**src/rtl/updown_seq_ctrl.sv**
```systemverilog
// Sequencing controller for a downstream up/down counter.
// Accepts a (direction, step count) command, issues that many single-cycle
// step enables, and keeps a mirror of the counter value. Stepping can be
// paused or aborted. Each command ends with a one-cycle done pulse.
module updown_seq_ctrl #(
  parameter int WIDTH = 4
) (
  input  logic             clk,
  input  logic             reset,
  input  logic             cmd_valid,
  output logic             cmd_ready,
  input  logic             cmd_dir,
  input  logic [WIDTH-1:0] cmd_steps,
  input  logic             pause,
  input  logic             abort,
  output logic             cnt_en,
  output logic             cnt_m,
  output logic [WIDTH-1:0] pos,
  output logic             busy,
  output logic             done,
  output logic             aborted,
  output logic             wrap
);

  typedef enum logic [1:0] {
    IDLE = 2'd0,
    RUN  = 2'd1,
    DONE = 2'd2
  } state_t;

  localparam logic [WIDTH-1:0] ONE      = WIDTH'(1);
  localparam logic [WIDTH-1:0] ZERO     = {WIDTH{1'b0}};
  localparam logic [WIDTH-1:0] ALL_ONES = {WIDTH{1'b1}};

  state_t           state_r, state_nxt_s;
  logic             dir_r, dir_nxt_s;
  logic [WIDTH-1:0] remaining_r, remaining_nxt_s;
  logic [WIDTH-1:0] pos_r, pos_nxt_s;
  logic             aborted_r, aborted_nxt_s;
  logic             step_s;

  // Step enable depends on the live pause/abort inputs, so it stays combinational.
  assign step_s    = (state_r == RUN) && !pause && !abort;

  assign cnt_en    = step_s;
  assign cnt_m     = (state_r == IDLE) ? 1'b0 : dir_r;
  assign pos       = pos_r;
  assign cmd_ready = (state_r == IDLE);
  assign busy      = (state_r == RUN) || (state_r == DONE);
  assign done      = (state_r == DONE);
  assign aborted   = aborted_r;
  assign wrap      = step_s && ((!dir_r && (pos_r == ALL_ONES)) ||
                                ( dir_r && (pos_r == ZERO)));

  // Next-state, latched command fields and counter mirror update.
  always_comb begin
    state_nxt_s     = state_r;
    dir_nxt_s       = dir_r;
    remaining_nxt_s = remaining_r;
    pos_nxt_s       = pos_r;
    aborted_nxt_s   = aborted_r;

    case (state_r)
      IDLE: begin
        aborted_nxt_s = 1'b0;
        if (cmd_valid) begin
          if (cmd_steps != ZERO) begin
            dir_nxt_s       = cmd_dir;
            remaining_nxt_s = cmd_steps;
            state_nxt_s     = RUN;
          end else begin
            state_nxt_s     = DONE;
          end
        end else begin
          state_nxt_s = IDLE;
        end
      end
      RUN: begin
        if (abort) begin
          // Abort wins over pause; no step is taken this cycle.
          state_nxt_s   = DONE;
          aborted_nxt_s = 1'b1;
        end else if (step_s) begin
          pos_nxt_s       = dir_r ? (pos_r - ONE) : (pos_r + ONE);
          remaining_nxt_s = remaining_r - ONE;
          if (remaining_r == ONE) begin
            state_nxt_s = DONE;
          end else begin
            state_nxt_s = RUN;
          end
        end else begin
          state_nxt_s = RUN;
        end
      end
      DONE: begin
        state_nxt_s   = IDLE;
        aborted_nxt_s = 1'b0;
      end
      default: begin
        state_nxt_s   = IDLE;
        aborted_nxt_s = 1'b0;
      end
    endcase
  end

  // State and datapath registers; reset drops any command in flight.
  always_ff @(posedge clk) begin
    if (reset) begin
      state_r     <= IDLE;
      dir_r       <= 1'b0;
      remaining_r <= ZERO;
      pos_r       <= ZERO;
      aborted_r   <= 1'b0;
    end else begin
      state_r     <= state_nxt_s;
      dir_r       <= dir_nxt_s;
      remaining_r <= remaining_nxt_s;
      pos_r       <= pos_nxt_s;
      aborted_r   <= aborted_nxt_s;
    end
  end

endmodule

```
**config.mk**
```make
export PLATFORM = sky130hd
export DESIGN_NAME = updown_seq_ctrl
export DESIGN_NICKNAME = d
export VERILOG_FILES = /design/src/rtl/updown_seq_ctrl.sv
export SDC_FILE = /design/constraint.sdc
export NUM_CORES = 1
export LEC_CHECK = 0
export CELL_PAD_IN_SITES_DETAIL_PLACEMENT = 0
export CELL_PAD_IN_SITES_GLOBAL_PLACEMENT = 2
export CORE_UTILIZATION = 30
export CTS_BUF_LIST = sky130_fd_sc_hd__clkbuf_8
export CTS_CLUSTER_DIAMETER = 80
export DETAILED_ROUTE_END_ITERATION = 6
export PLACE_DENSITY = 0.95
export SLEW_MARGIN = 20
export SYNTH_ARGS = -nofsm -noshare
export SYNTH_HDL_FRONTEND = slang
export SYNTH_SLANG_ARGS = --single-unit
```
**constraint.sdc**
```tcl
create_clock -name clk -period 5.83 [get_ports clk]
set_input_delay 1.749 -clock clk [delete_from_list [all_inputs] [get_ports clk]]
set_output_delay 1.749 -clock clk [all_outputs]
set_load 0.05 [all_outputs]
```
==> results.cfg, run 1 <==
[clocking]
cts-buffers-inserted = 3
htree_num_levels = 1
cts-root-buf = clkbuf_8
clockBufferDepth = 2
clock_latency_ns = 0.24
cts_hold_buf = 0
cts.sinks = 12
cts_tree = done
clkTransAtPathRegs_ns = 0.06
cts_setup_buffers = 0
cts-resized-gates = 0

[drt]
detail_route.wl_per_cell_um = 11.8
drt_iter0_drc = 14
viasPerCell = 4.85
drtAntennaViolNets = 0
drt_first_pass_iters = 4
routed_wirelength_mm = 1.67
remaining_drc_errors = 0
vias = 689

[cells_and_area]
post-route-util_pct = 42.7
diodes = 0
area_growth_pct = 35.4
instances_no_fill = 142
fin_nets = 131
drive_gt1_share_pct = 8.04
design_area_um2 = 1050

[synthesis]
yosysTopAreaCell = dfxtp_1
yosys-top-cells-area = dfxtp_1 31%, ha_1 11%, a21oi_1 7.1%
ys_seq_area_share_pct = 31.0
ys_types = 34
synthCells = 91
ys_warn_count = 0
async_reset_ff_share_pct = 0
synth_top_area_share_pct = 31.0
yosysMostFrequentCell = dfxtp_1
synth_edf_count = 0
ys_seq_elements = 12
syn_avg_cell_area_um2 = 8.51
synth_fp_nets = 109
synth_ff_type = dfxtp_1
synthTopCellsByCount = 12 x dfxtp_1, 11 x a21oi_1, 11 x nor2_1
syn_area_um2 = 774

[pwr]
netSwitchingFraction_pct = 29.9
p_sw_uw = 74.9
p_int_uw = 176
cellPowerDensity_nw_per_um2 = 239
seqPwrFrac_pct = 37.6
clockPowerShare_pct = 36.4
totalPowerFinal_uw = 251
vdd_drop_max_uv = 110
p_leak_nw = 0.379
pwr-share-comb_pct = 26.0

[worst_setup_path]
endpoint = cnt_en
startpoint = abort
rr_endpoint = remaining_r[3]
reg2reg_setup_slack_ns = 3.54
critical_path.max_fanout = 6
worstPathRequired_ns = 4.08
critPathKind = in2out
end_kind = primary output
reg2regPathDepth = 6
crit_path_start_kind = primary input
r2r_start = state_r[1]
worstPathArrival_ns = 3.68

[floorplanning]
io-pin-count = 21
die_w_um = 52.8
die_area_um2 = 2790
fp.dieH_um = 52.8
num_rows = 18
initial_core_util_pct = 31.5
core_um2 = 2450

[place]
finalWeightedCongestion = 0.736
place_ws_ns = 0.396
dp.cells = 138
dpl.hpwl_mm = 1.32
place_area_um2 = 993
port_buffers = 20

[global_routing]
grt_pass1_wl_mm = 2.73
grt.overflow.total = 0
antenna_found_initial = 0
grt_pass1_vias = 623
groute.usage.overall_pct = 13.7
grt_max_degree = 16

[timing]
hold_slack_ns = 0.502
slew_headroom_pct = 64.3
fmax_mhz = 184
slew_viol_final = 0
fin_crit_sh_pct = 93.1
tightestPinTransition_ns = 0.531
rsz0062_at_grt = false
finalSetupViolCount = 0
finalHoldViolCount = 0
fin_setup_tns_ns = 0
skew_ns = 0.00317
setup_slack_ns = 0.402
fin_crit_ns = 5.43

[flow_run]
cap_violations = 0

[outcome]
status = complete, no violations

[min_path]
hold_path.class = reg2reg
[cells in the final DEF, fill, tap and decap left out, drive strengths merged]
cell	instances
clkbuf	4
nor2	11
mux2i	2
a211o	1
clkdlybuf4s50	20
nor4	1
xnor2	1
nand2b	3
a31oi	1
nor3b	1
ha	7
or4	1
a211oi	2
dfxtp	12
o31ai	1
and4	1
a221oi	1
or3b	1
nand3	4
o21ai	3
inv	8
a31o	1
nor2b	1
a21o	1
a21oi	12
fa	1
or2b	1
nand4	1
nor4b	2
nand2	6
[power by group through the flow]
stage	clock network (mW)	registers, mW	logic (mW)
after floorplan	0	0.0974	0.0442
after global routing	0.0991	0.0952	0.0722
after CTS	0.0941	0.0942	0.0658
after global placement	0	0.0958	0.0640
final	0.0912	0.0942	0.0653
after detailed placement	0	0.0960	0.0657
[kinds of logic (layout without fill, tap and decap cells)]
kind of cell | Yosys count | after routing | synth area share (%)
flip-flops | 12 | 12 | 31.0
AND/OR/NAND/NOR | 34 | 34 | 23.9
AO/OA/AOI/OAI | 23 | 23 | 21.2
buffers and inverters | 11 | 32 | 6.30
XOR/XNOR | 1 | 1 | 1.13
adder cells (fa/ha/maj) | 8 | 8 | 13.9
multiplexers | 2 | 2 | 2.58
[area by class of cell]
| class | count | area [µm²] |
|---|---|---|
| Sequential cell | 12 | 240 |
| Tap cell | 30 | 37.5 |
| Fill cell | 266 | 1410 |
| Clock buffer | 4 | 55.1 |
| Timing Repair Buffer | 20 | 200 |
| Inverter | 8 | 30.0 |
| Multi-Input combinational cell | 68 | 485 |
[worst max-delay path, cell delays in order]
cell	delay, ns
clkdlybuf4s50_1	0.44
or3b_1	0.53
inv_2	0.15
clkdlybuf4s50_1	0.81
[sequential cells by signal, summed over array words and instances, names as in the netlist]
register	flops
aborted	1
state_r	2
remaining_r	4
pos	4
dir_r	1
[worst min path at each step]
stage	cells after the start	slack, ns	endpoint	start
CTS	2	0.51	aborted	aborted
finish	2	0.50	aborted	aborted
floorplan	2	0.49	remaining_r[0]	remaining_r[0]
global placement	2	0.48	aborted	aborted
detailed placement	2	0.50	aborted	aborted
global route	2	0.56	pos[3]	pos[3]
[routing by layer]
layer / wire length, µm / track usage (%) / vias up
li1: - / - / 362
met5: 0 / 0 / -
met1: 778 / 16.6 / 312
met4: 8 / 5.26 / 0
met3: 61 / 2.61 / 2
met2: 822 / 23.4 / 13
Note: power is estimated with default switching activity, not from simulation.
==> inputs of run 2 (changes only) <==
Settings changed: GPL_TIMING_DRIVEN set to 0.
==> run 2 against run 1 <==
  * Sequential cell count unchanged
  * Power up 0.18%
  * Critical endpoint is now wrap
  * Sequential power about the same
==> results.cfg, run 2 (synthesis gave the netlist of run 1 again) <==
[worst_setup_path]
critPathKind = in2out
path_buf_inv = 3
reg2regPathDepth = 7
crit_top_cell = clkdlybuf4s50_1
path_cells = clkdlybuf4s50_1, or3b_1, buf_6, nor2_1, clkdlybuf4s50_1
crit_path_start_kind = primary input
r2r_start = state_r[1]
worstPathRequired_ns = 4.08
critical_path.top_delay_family = buffers and inverters
critical_path.max_fanout = 6
rr_endpoint = remaining_r[1]
cp_slowest_cell = clkdlybuf4s50_1
worstPathArrival_ns = 3.63
cpPeakStageDelay_ns = 0.80
end_kind = primary output
reg2reg_setup_slack_ns = 3.82

[pwr]
cellPowerDensity_nw_per_um2 = 235
vdd_drop_max_uv = 166
p_leak_nw = 0.387

[place]
place_area_um2 = 1010
finalWeightedCongestion = 0.749
dpl.hpwl_mm = 1.26
port_buffers = 20

[timing]
skew_ns = 0.00213
rsz0062_at_grt = false
finalHoldViolCount = 0
fmax_mhz = 186
finalSetupViolCount = 0
fin_crit_ns = 5.38
fin_crit_sh_pct = 92.2
fin_setup_tns_ns = 0
slew_headroom_pct = 63.4
tightestPinTransition_ns = 0.545
slew_viol_final = 0

[cells_and_area]
final_cell_mix = 20 x clkdlybuf4s50_1, 12 x dfxtp_1, 11 x nor2_1, 11 x a21oi_1
diodes = 0
drive_gt1_share_pct = 8.70
design_area_um2 = 1070
area_growth_pct = 37.8
fin_nets = 134
final_common_cell = clkdlybuf4s50_1

[clocking]
cts-resized-gates = 0
htree_num_levels = 1
clkTransAtPathRegs_ns = 0.05
cts_tree = done
cts-root-buf = clkbuf_8
cts_hold_buf = 0
clock_latency_ns = 0.24
clockBufferDepth = 2
cts_setup_buffers = 0
cts.sinks = 12
cts-buffers-inserted = 3

[drt]
detail_route.wl_per_cell_um = 11.3
drt_first_pass_iters = 4
routed_wirelength_mm = 1.63
viasPerCell = 4.99
drtAntennaViolNets = 0
remaining_drc_errors = 0
drt_iter0_drc = 19
vias = 724

[global_routing]
groute.usage.overall_pct = 13.9
grt_pass1_vias = 667
grt_max_degree = 11
antenna_found_initial = 0
grt_pass1_wl_mm = 2.84
grt.overflow.total = 0

[floorplanning]
die_w_um = 52.8
fp.dieH_um = 52.8
core_um2 = 2450
initial_core_util_pct = 31.5
num_rows = 18
io-pin-count = 21
die_area_um2 = 2790

[outcome]
status = complete, no violations

[min_path]
min_to = aborted
hold_path.class = reg2reg
min_path_cells = 2
hp-start = aborted

[flow_run]
cap_violations = 0
-- run 2: power by group --
group	switching (mW)	total, mW	internal, mW	leakage, nW
combinational	0.0369	0.0656	0.0287	0.260
sequential	0.00656	0.0945	0.0879	0.0981
clock	0.0313	0.0910	0.0597	0.0288
-- run 2: worst max path at each step --
stage                     start      to  slack, ns  cells after the start
after floorplan           abort    wrap       1.15                      3
after global placement    abort  cnt_en       0.44                      5
after detailed placement  abort    wrap       0.45                      5
after CTS                 abort    wrap       0.45                      5
after global routing      abort  cnt_en       0.39                      5
final                     abort    wrap       0.45                      5
-- run 2: cell type report --
| cell class | instances | area (µm²) |
|---|---|---|
| Inverter | 8 | 30.0 |
| Clock buffer | 4 | 55.1 |
| Buffer | 3 | 18.8 |
| Sequential cell | 12 | 240 |
| Timing Repair Buffer | 20 | 200 |
| Fill cell | 260 | 1390 |
| Tap cell | 30 | 37.5 |
| Multi-Input combinational cell | 68 | 485 |
-- run 2: metal layers --
metal | vias to the layer above | global-route usage (%) | part of all wire, %
met2 | 25 | 23.4 | 47
met4 | 0 | 2.19 | 0.49
met1 | 329 | 16.8 | 46
met5 | - | 0 | 0
met3 | 2 | 5.51 | 6.7
li1 | 368 | - | -
-- run 2: worst register-to-register path: stages (launching register included) --
cell and delay (ns):
dfxtp_1 0.31, inv_1 0.07, ha_1 0.26, or3b_1 0.38
buf_6 0.15, a221oi_4 0.44, mux2i_1 0.23, nor2_1 0.05
-- run 2: metrics by stage --
| step | std cells | power (mW) | utilization (%) | setup WS (ns) | hold slack (ns) |
|---|---|---|---|---|---|
| final | 145 | 0.251 | 43.5 | 0.455 | 0.506 |
| after global routing | 145 | 0.267 | 43.5 | 0.388 | 0.545 |
| after CTS | 145 | 0.255 | 43.5 | 0.445 | 0.511 |
| after detailed placement | 141 | 0.162 | 41.2 | 0.446 | 0.501 |
| after global placement | 141 | 0.161 | 41.2 | 0.439 | 0.495 |
| after floorplan | 91 | 0.142 | - | 1.15 | 0.486 |
